**src/rtl/alu_sched.sv**
```systemverilog
// rtl/alu_sched.sv - two-requester round-robin scheduler for the shared 8-bit ALU
//
// Purpose:
//    Arbitrates between two requesters and latches the winner's operands and opcode.
//    It drives them from registers onto the combinational ALU for SETTLE_CYCLES
//    cycles, samples alu_r, and returns the result as a one-cycle response pulse
//    on the granted requester's port.
//
// Parameters:
//    SETTLE_CYCLES  cycles the ALU inputs are held before alu_r is sampled (1..15)
//
// Optional feature:
//    ALU_SCHED_DIVZERO_EN  when defined, a quotient or remainder with b==0 bypasses
//                          the ALU and responds with resp_r=8'hFF, resp_err=1
//
// Ports:
//    clk, rst                       clock, synchronous active-high reset
//    req0_* / req1_*                request channels (valid/ready, a, b, op, cin)
//    resp0_valid / resp1_valid      one-cycle response pulse per requester
//    resp_r, resp_err               shared result and error flag
//    alu_a, alu_b, alu_op, alu_cin  registered ALU operands
//    alu_r                          ALU result
//    busy                           high whenever the scheduler is not idle

module alu_sched #(
   parameter int unsigned SETTLE_CYCLES = 1
) (
   input  logic       clk,
   input  logic       rst,
   input  logic       req0_valid,
   output logic       req0_ready,
   input  logic [7:0] req0_a,
   input  logic [7:0] req0_b,
   input  logic [2:0] req0_op,
   input  logic       req0_cin,
   input  logic       req1_valid,
   output logic       req1_ready,
   input  logic [7:0] req1_a,
   input  logic [7:0] req1_b,
   input  logic [2:0] req1_op,
   input  logic       req1_cin,
   output logic       resp0_valid,
   output logic       resp1_valid,
   output logic [7:0] resp_r,
   output logic       resp_err,
   output logic [7:0] alu_a,
   output logic [7:0] alu_b,
   output logic [2:0] alu_op,
   output logic       alu_cin,
   input  logic [7:0] alu_r,
   output logic       busy
);

   typedef enum logic [1:0] {
      IDLE = 2'd0,
      EXEC = 2'd1,
      RESP = 2'd2
   } state_t;

   localparam logic [3:0] SETTLE_LD = 4'(SETTLE_CYCLES);

   state_t     state;
   logic       last_grant;
   logic       grant_id;
   logic [3:0] settle_cnt;

   logic       win0;
   logic       win1;
   logic       handshake;
   logic [7:0] cap_a;
   logic [7:0] cap_b;
   logic [2:0] cap_op;
   logic       cap_cin;
   logic       op_illegal;
   logic       op_divzero;

   // A lone requester always wins; under contention the one not served last wins.
   assign win0 = req0_valid & (~req1_valid | last_grant);
   assign win1 = req1_valid & (~req0_valid | ~last_grant);

   assign req0_ready = (state == IDLE) & win0;
   assign req1_ready = (state == IDLE) & win1;
   assign handshake  = (state == IDLE) & (win0 | win1);

   // Payload of the winner; only meaningful when handshake is high.
   assign cap_a   = win1 ? req1_a   : req0_a;
   assign cap_b   = win1 ? req1_b   : req0_b;
   assign cap_op  = win1 ? req1_op  : req0_op;
   assign cap_cin = win1 ? req1_cin : req0_cin;

   assign op_illegal = (cap_op[2:1] == 2'b11);

`ifdef ALU_SCHED_DIVZERO_EN
   assign op_divzero = ((cap_op == 3'd4) | (cap_op == 3'd5)) & (cap_b == 8'h00);
`else
   assign op_divzero = 1'b0;
`endif

   always_ff @(posedge clk) begin
      if (rst) begin
         state       <= IDLE;
         last_grant  <= 1'b1;
         grant_id    <= 1'b0;
         settle_cnt  <= 4'd0;
         resp0_valid <= 1'b0;
         resp1_valid <= 1'b0;
         resp_r      <= 8'h00;
         resp_err    <= 1'b0;
         alu_a       <= 8'h00;
         alu_b       <= 8'h00;
         alu_op      <= 3'd0;
         alu_cin     <= 1'b0;
         busy        <= 1'b0;
      end else begin
         // Response pulses last exactly the one RESP cycle.
         resp0_valid <= 1'b0;
         resp1_valid <= 1'b0;

         case (state)
            IDLE: begin
               if (handshake) begin
                  grant_id   <= win1;
                  last_grant <= win1;
                  busy       <= 1'b1;
                  if (op_illegal || op_divzero) begin
                     // Bypass the ALU entirely; its outputs keep their last values.
                     resp_r      <= op_illegal ? 8'h00 : 8'hFF;
                     resp_err    <= 1'b1;
                     resp0_valid <= ~win1;
                     resp1_valid <= win1;
                     state       <= RESP;
                  end else begin
                     alu_a      <= cap_a;
                     alu_b      <= cap_b;
                     alu_op     <= cap_op;
                     alu_cin    <= cap_cin;
                     settle_cnt <= SETTLE_LD;
                     state      <= EXEC;
                  end
               end
            end

            EXEC: begin
               // The <= guard keeps an out-of-range load of 0 from wrapping forever.
               if (settle_cnt <= 4'd1) begin
                  resp_r      <= alu_r;
                  resp_err    <= 1'b0;
                  resp0_valid <= ~grant_id;
                  resp1_valid <= grant_id;
                  state       <= RESP;
               end else begin
                  settle_cnt <= settle_cnt - 4'd1;
               end
            end

            RESP: begin
               busy  <= 1'b0;
               state <= IDLE;
            end

            default: begin
               busy  <= 1'b0;
               state <= IDLE;
            end
         endcase
      end
   end

endmodule

```
**config.mk**
```make
export PLATFORM = sky130hd
export DESIGN_NAME = alu_sched
export DESIGN_NICKNAME = d
export VERILOG_FILES = /design/src/rtl/alu_sched.sv
export SDC_FILE = /design/constraint.sdc
export NUM_CORES = 1
export LEC_CHECK = 0
export ABC_AREA = 1
export CORE_UTILIZATION = 30
export CTS_CLUSTER_DIAMETER = 60
export DETAILED_ROUTE_END_ITERATION = 10
export GPL_ROUTABILITY_DRIVEN = 0
export SLEW_MARGIN = 40
export SYNTH_ARGS = -nofsm -noshare
export SYNTH_HDL_FRONTEND = slang
export SYNTH_SLANG_ARGS = --single-unit
```
**constraint.sdc**
```tcl
create_clock -name clk -period 2.1 [get_ports clk]
set_input_delay 0.21 -clock clk [delete_from_list [all_inputs] [get_ports clk]]
set_output_delay 0.21 -clock clk [all_outputs]
set_load 0.01 [all_outputs]
```
### After elaboration in Yosys (flattened, before gate mapping)

Cells that the tools add are included.

| cells by class | value |
|---|---|
| divide/modulo/power cells | 0 |
| multipliers | 0 |
| reductions and logical operators | 8 |
| equality and inequality tests | 7 |
| order comparisons | 1 |
| bitwise gates (word level) | 15 |
| muxes and demuxes | 30 |
| add/subtract/negate cells | 1 |
| shifts and indexed selects | 0 |

Operators by type and width:

| kind | number |
|---|---|
| $mux 8 | 5 |
| $pmux 8 s2 | 1 |
| $mux 4 | 3 |
| $mux 1 | 11 |
| $ne 2x2->1 const B | 5 |
| $pmux 1 s2 | 4 |
| $pmux 4 s2 | 1 |
| $reduce_and 4->1 | 2 |
| $not 1->1 | 7 |
| $mux 2 | 3 |
| $reduce_and 2->1 | 3 |
| $and 1x1->1 | 5 |
| $le 4x1->1 const B | 1 |
| $pmux 2 s2 | 1 |
| $sub 4x1->4 const B | 1 |
| $mux 3 | 1 |
| $or 1x1->1 | 3 |
| $reduce_and 3->1 | 1 |
| $eq 2x1->1 const B | 1 |
| $eq 2x2->1 const B | 1 |
| $logic_not 2->1 | 1 |
| $reduce_bool 2->1 | 1 |

| storage, ports and cells | value |
|---|---|
| bits in latches | 0 |
| memory bits (writable) | 0 |
| flip-flop bits (word level) | 40 |
| output and inout bits | 34 |
| logic and storage cells | 75 |
| input bits | 52 |
| ROM bits | 0 |
| memories kept | 0 |

### Depth between registers and ports, before layout

| logic depth | value |
|---|---|
| word-level depth | 8 |
| depth in mapped cells | 12 |
| mapped depth without buffers | 11 |

### Least setup slack after synthesis

OpenSTA, ideal clock, no wires.

| path | value |
|---|---|
| path type | register to register |
| start point | reg settle_cnt[0] |
| end point | reg resp_r[3] |
| arrival | 1.355 ns |
| data required time | 1.985 ns |
| library setup time | 0.115 ns |
| buffers on the path | 1 |
| slack | 0.630 ns |
| cell stages (with the launch flop) | 13 |
| clock period less this slack | 1.470 ns |
| cell sequence | dfxtp_1 > inv_1 > ha_1 > inv_1 > nand2_1 > nand2_1 > nand2_2 > nand2_1 > nor2_4 > buf_6 > nand3_1 > nand2_1 > nor2_1 |

| between the ends | value |
|---|---|
| cells in the longest elaborated chain, start to end | 3 |

Ends and longest elaborated chain:

| element | line | source |
|---|---|---|
| start: declaration | 65 | `logic [3:0] settle_cnt;` |
| start signal: assignment | 152 | `settle_cnt <= settle_cnt - 4'd1;` |
| $le 4x1->1 | 145 | `if (settle_cnt <= 4'd1) begin` |
| $ne 2x2->1 (no line) | -- |  |
| $reduce_and 4->1 (no line) | -- |  |
| end signal: assignment | 127 | `resp_r <= op_illegal ? 8'h00 : 8'hFF;` |
| end signal: assignment | 146 | `resp_r <= alu_r;` |
| end: declaration | 44 | `output logic [7:0] resp_r,` |

No other way between the ends.
A chain may end at the register's enable or synchronous reset.

### Worst setup path in the final report

| path | value |
|---|---|
| start point | reg state[1] |
| end point | out req1_ready |

| between the ends | value |
|---|---|
| cells in the longest elaborated chain, start to end | 2 |

Ends and longest elaborated chain:

| element | line | source |
|---|---|---|
| start: declaration | 62 | `state_t state;` |
| start signal: assignment | 101 | `state <= IDLE;` |
| start signal: assignment | 131 | `state <= RESP;` |
| start signal: assignment | 138 | `state <= EXEC;` |
| $logic_not 2->1 | 82 | `assign req1_ready = (state == IDLE) & win1;` |
| $and 1x1->1 | 82 |  |
| end: declaration | 37 | `output logic req1_ready,` |

No other way between the ends.

==> run metrics <==
fraction of registers with async set/reset=0%; Routed wire per std cell=around 12 um; Buf/Inv on CP=2; Post-synth EDFFs=0; FF+latch count, synth=40; Post-CTS Hold Buffers=0; Setup Fix Bufs, Post-CTS=0; Tmin final=1.95 ns; post-synth top area share=40.0%; Worst Path Arrival=between 1.5 and 2 ns; hold_ws=0.462 ns; die area=7010 um2; Worst path slowest cell=clkdlybuf4s50_1; I/O pins=86; Worst setup SP type=flip-flop; Post-Route WL=5510 um; synthesized area per cell=about 6.8 um2; Top FF cell, synth=dfxtp_1; Worst Tran Pin Value=0.445 ns; Core ar.=6390 um2; Cells after Synth=296; largest cells by area after synthesis=dfxtp_1, nand2_1, nand3_1; Clock transition at path regs=0.08 ns; RSZ-0062 raised after global routing=no; Starting Density=31.4%; antenna-violating nets left=0; max_cap viols=0; share of layout cells above drive strength 1=8.64%; Vias=approximately 2.1k; fillers=659; clock tree sinks=40; syn nets=350; FP Rows=29; Critical Path Fanout Max=6; Mapped Area=between 2000 and 2500 um2; vias per std cell=~4.7; Leakage=0.00131 uW; Power Dens Cells=approximately 1200 nW/um2; Final setup viols=0; vias in the first global route=2,021; synth unique cells=21; dpl hpwl=4190 um; number of buffers created by CTS=5; count leader, synth=nand2_1; result of the run=finished, final reports clean; worst path cell trace=nor2_4 -> nand3_1 -> inv_1 -> clkdlybuf4s50_1; Inserted Diodes=0; register area share after synthesis=40.0%; Die Y=83.7 um; post-cts resize count=0; DRT Pass-1 Iters=4; WS Path Type=reg2out; Final Skew=a little over 0.007 ns; Pwr Total=3750 uW; Hold Fails Final Rpt=0; cell accounting for the most synthesized area=dfxtp_1; CTS tree=done; Area growth, synth to finish=52.6%; first-pass GRT wire length=9300 um; Syn. warnings=0; Slew Viols, Final=0; crit end category=primary output; first-iteration detailed-routing DRC count=90; drt drc=0; most instantiated cells after synthesis=nand2_1, nand3_1, dfxtp_1; grt total ovfl=0; Max stage delay on crit path=about 0.56 ns; Slew headroom=70.3%; H-tree Lvls=2; CP delay by family, top=buffers and inverters; CTS root buffer=clkbuf_8; antenna violations before repair=0; die span in x=83.7 um; Longest Clk Path Bufs=2; Core Util, Final=47.9%; worst hold path type=reg2reg; Data required, critical path=1.89 ns; peak supply drop=562 uV; fin crit share=92.7%; largest net degree at the start of global routing=21; post-route setup TNS=0 ns; f_max=just over 500 MHz; Total Routing Usage GR=16.1%; Nets=435; Worst-Skew Late Latency=0.29 ns; Buffers on Ports=85
==> worst paths after layout <==
path / startpoint / endpoint / slack [ns] / depth (start not counted)
worst min register to register: alu_b[5] / alu_b[5] / 0.46 / 2
worst min-delay path: alu_b[5] / alu_b[5] / 0.46 / 2
worst max register to register: settle_cnt[0] / resp_err / 0.38 / 11
worst max-delay path: state[1] / req1_ready / 0.15 / 4
==> placed cells by master, fill, tap and decap left out, types with 5 or more instances in the layout <==
| cell type | count |
|---|---|
| nand3_1 | 55 |
| nand2_1 | 93 |
| clkdlybuf4s50_1 | 85 |
| inv_1 | 15 |
| nor2_1 | 18 |
| a21oi_1 | 32 |
| buf_4 | 11 |
| clkbuf_8 | 5 |
| dfxtp_1 | 40 |
| nand2_2 | 5 |
==> per-stage QoR <==
step	cells	area (um2)	worst slack (ns)
3_5_place_dp	451	2950	0.176
6_report	459	3060	0.153
2_1_floorplan	296	2000	0.630
4_1_cts	459	3060	0.151
5_1_grt	459	3060	0.0706
3_3_place_gp	451	2950	0.183
==> worst register-to-register path, cell delays in order, from the launching register on <==
cell	delay [ns]
dfxtp_1	0.32
inv_1	0.12
ha_1	0.19
inv_1	0.05
nand2_1	0.08
nand2_1	0.07
nand2_2	0.08
nand2_1	0.10
nor2_4	0.32
nand2_1	0.13
nand2_1	0.08
a21oi_1	0.05
==> routing by layer <==
metal	global-route usage (%)	wire length, um	vias up
met1	20.5	2580	949
met3	4.65	335	5
met5	0	0	-
met4	4.16	38	0
li1	-	-	1129
met2	26.8	2560	61
==> final cells by class <==
cell class / count / area, um2 / share of cell area (%)
Clock buffer: 5 / 68.8 / 2.25
Clock inverter: 3 / 42.5 / 1.39
Inverter: 16 / 60.1 / 1.96
Multi-Input combinational cell: 221 / 1030 / 33.9
Sequential cell: 40 / 801 / 26.2
Tap cell: 77 / 96.3 / 3.15
Timing Repair Buffer: 97 / 953 / 31.2
==> kinds of logic (layout without fill, tap and decap cells) <==
kind of cell             count (synthesis)  count (layout)  synth area share, %
AND/OR/NAND/NOR                        182             182                 40.9
flip-flops                              40              40                 40.0
AO/OA/AOI/OAI                           37              37                 9.49
buffers and inverters                   35             121                 8.37
adder cells (fa/ha/maj)                  2               2                 1.25
==> report_power, final <==
part	switching (uW)	total [uW]	internal, uW	leakage, uW
Sequential	160	1180	1020	0.000329
Clock	269	621	352	0.0000541
Combinational	1050	1950	901	0.000925
Total	1480	3750	2270	0.00131
==> state kept, by name (all words and copies together), names as in the netlist, 2 cells and up <==
register / cells
alu_a: 8
alu_b: 8
alu_op: 3
resp_r: 8
settle_cnt: 4
state: 2
Note: power is estimated with default switching activity, not from simulation.
